### src/rtl/k_fifo_2deep_ctrl_pkg.sv
// k_fifo_2deep_ctrl_pkg: shared occupancy constants and default data width
// for the two-entry FIFO controller.
`default_nettype none

package k_fifo_2deep_ctrl_pkg;

  localparam int         DATA_SIZE_DEFAULT = 8;
  localparam logic [1:0] CNT_EMPTY         = 2'd0;
  localparam logic [1:0] CNT_FULL          = 2'd2;

endpackage

`default_nettype wire

### src/rtl/k_dp_2deep_ram_t1.sv
// k_dp_2deep_ram_t1: two-entry RAM with one synchronous write port and one
// combinational read port; storage is intentionally not reset.
`default_nettype none

module k_dp_2deep_ram_t1
  import k_fifo_2deep_ctrl_pkg::*;
#(
  parameter int DATA_SIZE = DATA_SIZE_DEFAULT
) (
  input  logic                 clk,
  input  logic                 wen,
  input  logic                 waddr,
  input  logic                 raddr,
  input  logic [DATA_SIZE-1:0] d,
  output logic [DATA_SIZE-1:0] q
);

  logic [DATA_SIZE-1:0] mem_q [2];
  logic [DATA_SIZE-1:0] mem_d [2];

  always_comb begin
    mem_d = mem_q;
    if (wen) begin
      mem_d[waddr] = d;
    end
  end

  always_ff @(posedge clk) begin
    mem_q <= mem_d;
  end

  assign q = mem_q[raddr];

endmodule

`default_nettype wire

### src/rtl/k_fifo_2deep_ctrl.sv
// k_fifo_2deep_ctrl: two-entry valid/ready FIFO controller with flush; ready
// and valid depend only on registered occupancy, so there is no fall-through.
`default_nettype none

module k_fifo_2deep_ctrl
  import k_fifo_2deep_ctrl_pkg::*;
#(
  parameter int DATA_SIZE = DATA_SIZE_DEFAULT
) (
  input  logic                 clk,
  input  logic                 rst_n,
  input  logic                 flush,
  input  logic [DATA_SIZE-1:0] in_data,
  input  logic                 in_valid,
  output logic                 in_ready,
  output logic [DATA_SIZE-1:0] out_data,
  output logic                 out_valid,
  input  logic                 out_ready,
  output logic [1:0]           count,
  output logic                 full,
  output logic                 empty
);

  logic       wptr_q, wptr_d;
  logic       rptr_q, rptr_d;
  logic [1:0] count_q, count_d;
  logic       push, pop;
  logic       ram_wen;

  assign full      = (count_q == CNT_FULL);
  assign empty     = (count_q == CNT_EMPTY);
  assign in_ready  = !full;
  assign out_valid = !empty;
  assign count     = count_q;
  assign push      = in_valid & in_ready;
  assign pop       = out_valid & out_ready;

  always_comb begin
    wptr_d  = wptr_q;
    rptr_d  = rptr_q;
    count_d = count_q;
    if (flush) begin
      wptr_d  = 1'b0;
      rptr_d  = 1'b0;
      count_d = CNT_EMPTY;
    end else begin
      if (push) wptr_d = !wptr_q;
      if (pop)  rptr_d = !rptr_q;
      if (push && !pop)      count_d = count_q + 2'd1;
      else if (pop && !push) count_d = count_q - 2'd1;
    end
  end

  always_ff @(posedge clk) begin
    if (!rst_n) begin
      wptr_q  <= 1'b0;
      rptr_q  <= 1'b0;
      count_q <= CNT_EMPTY;
    end else begin
      wptr_q  <= wptr_d;
      rptr_q  <= rptr_d;
      count_q <= count_d;
    end
  end

  // Gating with rst_n keeps a push presented during reset out of storage.
  assign ram_wen = push & !flush & rst_n;

  k_dp_2deep_ram_t1 #(
    .DATA_SIZE (DATA_SIZE)
  ) u_ram (
    .clk   (clk),
    .wen   (ram_wen),
    .waddr (wptr_q),
    .raddr (rptr_q),
    .d     (in_data),
    .q     (out_data)
  );

endmodule

`default_nettype wire

### config.mk
export PLATFORM = sky130hd
export DESIGN_NAME = k_fifo_2deep_ctrl
export DESIGN_NICKNAME = d
export VERILOG_FILES = /design/src/rtl/k_fifo_2deep_ctrl_pkg.sv /design/src/rtl/k_dp_2deep_ram_t1.sv /design/src/rtl/k_fifo_2deep_ctrl.sv
export SDC_FILE = /design/constraint.sdc
export NUM_CORES = 1
export LEC_CHECK = 0
export CELL_PAD_IN_SITES_DETAIL_PLACEMENT = 1
export CELL_PAD_IN_SITES_GLOBAL_PLACEMENT = 2
export CORE_MARGIN = 10
export CORE_UTILIZATION = 42
export CTS_CLUSTER_DIAMETER = 100
export CTS_CLUSTER_SIZE = 8
export DETAILED_ROUTE_END_ITERATION = 16
export DONT_BUFFER_PORTS = 1
export PLACE_DENSITY_LB_ADDON = 0.3
export SYNTH_ARGS = -nofsm -noshare
export SYNTH_HDL_FRONTEND = slang
export SYNTH_HIERARCHICAL = 1
export SYNTH_SLANG_ARGS = --single-unit
### constraint.sdc
create_clock -name clk -period 4.6 [get_ports clk]
set_input_delay 0.69 -clock clk [delete_from_list [all_inputs] [get_ports clk]]
set_output_delay 0.69 -clock clk [all_outputs]
set_load 0.02 [all_outputs]
==> out/metrics.cfg, run 1 <==
[floorplan]
die_h_um=64.4
ios=27
fp.coreArea_um2=1920
die_area_um2=4150
start_util_pct=43.2
chipWidth_um=64.4
rows=16

[yosys]
synth_largest_area_cell=edfxtp_1
synth_area_per_cell_um2=16.0
synth.distinct_cells=18
synthCells=52
ys_seq_area_share_pct=67.6
synthesis.area_um2=830
synth_nets=66
ys_ff_latch=20
yosysWarnings=6
synthTopCellsByArea=edfxtp_1, mux2_4, dfxtp_1
synth_top_area_share_pct=57.9

[sta]
rsz0062_at_grt=no
fmax_mhz=464
fin_worst_skew_ns=0.00680
timing.final.crit_share_pct=46.8
tightest_slew_ns=0.737
relSlewSlack_pct=50.8
setup_viol=0
fin_crit_ns=2.15
tns_ns=0
hold_violations=0
slew_viol_final=0

[setup_path]
r2r_cells=4
worstSetupStartpoint=count[0]$_SDFFE_PP0P_
cp.required_ns=4.52
criticalPathCategory=flip-flop to flip-flop
cp_top_family=simple AND/OR/NAND/NOR gates
path_cells=nand2b_2, inv_2, nor3_1, nor2b_1
slowest_stage=nor2b_1
r2r-start=count[0]$_SDFFE_PP0P_
slowest_delay_ns=0.63
rr_endpoint=u_ram/mem_q[8]$_DFFE_PP_
worstPathArrival_ns=2.07
rrSetupSlack_ns=2.45
crit_path_end_kind=flip-flop
worst-path-buf-inv=1
crit_fanout=8
start_kind=flip-flop

[route]
finalWirelength_mm=1.51
drc=0
via_per_inst=4.95
drt_iter0_drc=4
final_antenna_net_count=0
drtPass1Iterations=3
avgRoutedWirePerCell_um=18.5
via_count=406

[cts]
cts_tree=yes
ctsResizeCount=0
numCtsBuffers=3
clk_latency_ns=0.28
h-tree-depth=1
post_cts_buffers=0
clkTransAtPathRegs_ns=0.10
root_buffer=clkbuf_4
cts_hold_buf=0
clockBufferDepth=2
cts_sinks=20

[placed_design]
port_buffers=0
place_hpwl_mm=1.24
gp_congestion=0.594

[min_path]
hold_depth=0
hold_path_class=input port to flip-flop
min_to=u_ram/mem_q[1]$_DFFE_PP_
holdCritStartpoint=in_data[1]

[layout]
layout_commonest_cell=edfxtp_1
layout_common_cells=edfxtp_1, mux2_4, dfxtp_1
drive_gt1_share_pct=25.5
final_nets=70
area_growth_pct=5.88
fillers=208
antennaDiodeCount=0

[power]
vdd_drop_max_uv=152
power.density_nw_per_um2=366
design_power_total_uw=321
leakagePower_nw=0.316

[grt]
grt_pass1_wl_mm=2.35
antenna_found_initial=0
grt_pass1_vias=500
gr-total-overflow=0
grt_max_degree=12
grt_util_all_layers_pct=7.32

[job]
cap_violations=0

[run_status]
status=completed

## worst max path at each step
| stage | cells past startpoint | slack (ns) | endpoint |
|---|---|---|---|
| detailed placement | 4 | 2.41 | u_ram/mem_q[8]$_DFFE_PP_ |
| finish | 4 | 2.45 | u_ram/mem_q[8]$_DFFE_PP_ |
| CTS | 4 | 2.40 | u_ram/mem_q[8]$_DFFE_PP_ |
| global placement | 4 | 2.53 | u_ram/mem_q[10]$_DFFE_PP_ |
| global route | 4 | 2.24 | u_ram/mem_q[8]$_DFFE_PP_ |
| floorplan | 4 | 2.73 | u_ram/mem_q[10]$_DFFE_PP_ |
## cell type report
class / count / area (um^2) / share of cell area [%]
clock buffer: 4 / 26.3 / 2.99
inverter: 3 / 11.3 / 1.28
multi-input combinational: 28 / 246 / 28.1
sequential: 20 / 561 / 63.8
tap: 27 / 33.8 / 3.85
## registers in the layout, summed over array words and instances, names as in the netlist
register     count
count            2
wptr_q           1
rptr_q           1
u_ram/mem_q     16
## power by group
group	switching [mW]	leakage, nW	internal [mW]
logic	0.0212	0.123	0.0128
clock network	0.0462	0.0150	0.0336
registers	0.00686	0.178	0.200
## per-layer routing
layer / track usage (%) / wire, um / vias to the layer above
li1: - / - / 192
met1: 6.52 / 502 / 195
met2: 13.1 / 831 / 17
met3: 3.26 / 152 / 2
met4: 4.81 / 27 / 0
met5: 0 / 0 / -
## per-stage QoR
step	cells	setup WS, ns	instance area, um^2	hold WS (ns)	util, %
after global routing	82	2.24	878	0.472	45.7
after detailed placement	78	2.41	852	0.514	44.3
after global placement	78	2.53	852	0.479	44.3
final	82	2.45	878	0.493	45.7
after CTS	82	2.40	878	0.484	45.7
after floorplan	52	2.73	830	0.467	-
## synthesized netlist by cell type
cell      count
inv_1         2
or3_1         2
nor2b_1       1
edfxtp_1     16
inv_2         1
or2_2         1
o21ai_0       3
a21oi_1       2
and2_1        1
buf_6         1
ha_1          1
xor2_1        3
nor2_1        3
mux2_4        8
nor3_1        1
nand2b_1      1
nand2b_2      1
dfxtp_1       4
## worst register-to-register path, stage by stage, from the launching register on
cell and delay (ns):
dfxtp_1 0.56, nand2b_2 0.28, inv_2 0.11, nor3_1 0.21
nor2b_1 0.63
## kinds of logic after synthesis
logic type               count (synthesis)  synth area share (%)
AND/OR/NAND/NOR                         11                  7.54
multiplexers                             8                  14.5
adder cells (fa/ha/maj)                  1                  1.51
XOR/XNOR                                 3                  3.17
AO/OA/AOI/OAI                            5                  3.02
flip-flops                              20                  67.6
buffers and inverters                    4                  2.71
Power figures use the tool's default switching activity.
==> run 2, diff against run 1 <==
--- a/config.mk
+++ b/config.mk
@@ -5,10 +5,11 @@
 export SDC_FILE = /design/constraint.sdc
 export NUM_CORES = 1
 export LEC_CHECK = 0
+export ABC_AREA = 1
 export CELL_PAD_IN_SITES_DETAIL_PLACEMENT = 1
 export CELL_PAD_IN_SITES_GLOBAL_PLACEMENT = 2
 export CORE_MARGIN = 10
-export CORE_UTILIZATION = 42
+export CORE_UTILIZATION = 35
 export CTS_CLUSTER_DIAMETER = 100
 export CTS_CLUSTER_SIZE = 8
 export DETAILED_ROUTE_END_ITERATION = 16
==> constraint.sdc (replaced) <==
create_clock -name clk -period 2.1 [get_ports clk]
set_input_delay 0.315 -clock clk [delete_from_list [all_inputs] [get_ports clk]]
set_output_delay 0.315 -clock clk [all_outputs]
set_load 0.02 [all_outputs]
==> out/metrics.cfg, run 2 <==
[cts]
cts_sinks=20
cts_tree=yes
clkTransAtPathRegs_ns=0.12
numCtsBuffers=3
clockBufferDepth=2
post_cts_buffers=0
root_buffer=clkbuf_4
clk_latency_ns=0.29
ctsResizeCount=0
h-tree-depth=1
cts_hold_buf=0

[placed_design]
place_inst=111
place_area_um2=885
gp_congestion=0.750
place_hpwl_mm=1.30
port_buffers=0

[route]
finalWirelength_mm=1.63
drtPass1Iterations=2
drt_iter0_drc=8
drc=0
via_per_inst=4.69
final_antenna_net_count=0
via_count=539
avgRoutedWirePerCell_um=14.2

[layout]
fin_area_um2=937
final_nets=102
antennaDiodeCount=0
area_growth_pct=10.8
layout_commonest_cell=nand2_1
stdcell_count=115
fillers=277
layout_common_cells=nand2_1, edfxtp_1, inv_1, inv_2, dfxtp_1
largest_reg_flops=16
regMostFlops=u_ram/mem_q
drive_gt1_share_pct=17.2

[sta]
setup_viol=0
tightest_slew_ns=0.409
slew_viol_final=0
rsz0062_at_grt=no
hold-worst-slack_ns=0.106
tns_ns=0
fmax_mhz=609
hold_violations=0
fin_worst_skew_ns=0.0123
timing.final.crit_share_pct=78.2
fin_crit_ns=1.64
relSlewSlack_pct=72.7

[yosys]
synthesis.area_um2=846
synth.distinct_cells=16
synth_edf_count=16
synth_largest_area_cell=edfxtp_1
synthTopCellsByArea=edfxtp_1, nand2_1, dfxtp_1
yosys-top-cells-count=nand2_1, edfxtp_1, inv_1
yosysMostFrequentCell=nand2_1
ys_ff_latch=20
synthArstFlopShare_pct=0
synthCells=82
synth_area_per_cell_um2=10.3
synth_ff_type=edfxtp_1
synth_top_area_share_pct=56.8
yosysWarnings=6
synth_nets=96
ys_seq_area_share_pct=66.3

[floorplan]
die_h_um=69.2
die_area_um2=4780
ios=27
start_util_pct=37.5
fp.coreArea_um2=2250
rows=17
chipWidth_um=69.2

[power]
leakagePower_nw=0.380
design_power_total_uw=832
power.density_nw_per_um2=888
vdd_drop_max_uv=357

[run_status]
status=completed

[grt]
grt_max_degree=13
grt_util_all_layers_pct=6.78
grt_pass1_wl_mm=2.66
gr-total-overflow=0
antenna_found_initial=0
grt_pass1_vias=546

[setup_path]
crit_top_cell=nor2_4
r2r_cells=8
slowest_stage=dfxtp_1
criticalPathCategory=flip-flop to flip-flop
crit_path_end_kind=flip-flop
start_kind=flip-flop
worstPathArrival_ns=1.84
crit_fanout=4
cp.required_ns=2.29
path_cells=inv_2, nor2_4, nor2_4, ha_1, inv_1, nand3_1, nand2_1, a21oi_1
slowest_delay_ns=0.55

[min_path]
hold_depth=0
hold_path_class=input port to flip-flop

[job]
cap_violations=0

## run 2: cell types whose count changed after synthesis, moves of 2 or more
cell     delta
nand2_1    +34
mux2_4      -8
inv_1       +7
inv_2       +3
o21ai_0     -3
xor2_1      -3
nor2_4      +2
or3_1       -2
## run 2: power by group
part           total, mW  internal (mW)  switching [mW]
logic             0.0796         0.0208          0.0588
clock network      0.305          0.193           0.112
registers          0.448          0.438         0.00988
total              0.832          0.652           0.181
## run 2: path summary, 6_finish.rpt
kind | start | end | slack (ns)
setup / recovery | count[1]$_SDFFE_PP0P_ | count[1]$_SDFFE_PP0P_ | 0.46
hold / removal | in_data[2] | u_ram/mem_q[2]$_DFFE_PP_ | 0.11
setup reg to reg | count[1]$_SDFFE_PP0P_ | count[1]$_SDFFE_PP0P_ | 0.46
hold reg to reg | wptr_q$_SDFFE_PP0P_ | wptr_q$_SDFFE_PP0P_ | 0.53
## run 2: per-stage QoR
| step | setup WS (ns) | utilization, % |
|---|---|---|
| after floorplan | 0.389 | - |
| after global placement | 0.509 | 39.2 |
| after detailed placement | 0.448 | 39.2 |
| after CTS | 0.429 | 41.6 |
| after global routing | 0.340 | 41.6 |
| final | 0.458 | 41.6 |
## run 2: metal layers
layer / vias to the layer above / GRT usage [%] / part of all wire, %
met5: - / 0 / 0
met4: 0 / 2.66 / 0.61
met3: 2 / 2.71 / 5.9
met2: 14 / 11.5 / 51
met1: 256 / 7.31 / 43
li1: 267 / - / -
## run 2: logic make-up after synthesis
kind of cell             count (synthesis)  share of synthesized area, %
AO/OA/AOI/OAI                            4                          2.81
buffers and inverters                   14                          7.10
flip-flops                              20                          66.3
AND/OR/NAND/NOR                         43                          22.3
adder cells (fa/ha/maj)                  1                          1.48
## run 2: critical path: cells and delay by family, from the launching register on
family / cells / cell delay (ns)
compound gates: 1 / 0.06
fa+ha+maj: 1 / 0.30
buf+inv: 2 / 0.19
flops: 1 / 0.55
simple gates: 4 / 0.43
## run 2: cell type report
type / instances / area (um^2) / area share, %
Tap cell: 28 / 35.0 / 3.74
Timing Repair Buffer: 2 / 15.0 / 1.60
Multi-Input combinational cell: 48 / 225 / 24.0
Sequential cell: 20 / 561 / 59.8
Clock inverter: 1 / 30.0 / 3.20
Clock buffer: 3 / 22.5 / 2.40
Inverter: 13 / 48.8 / 5.21
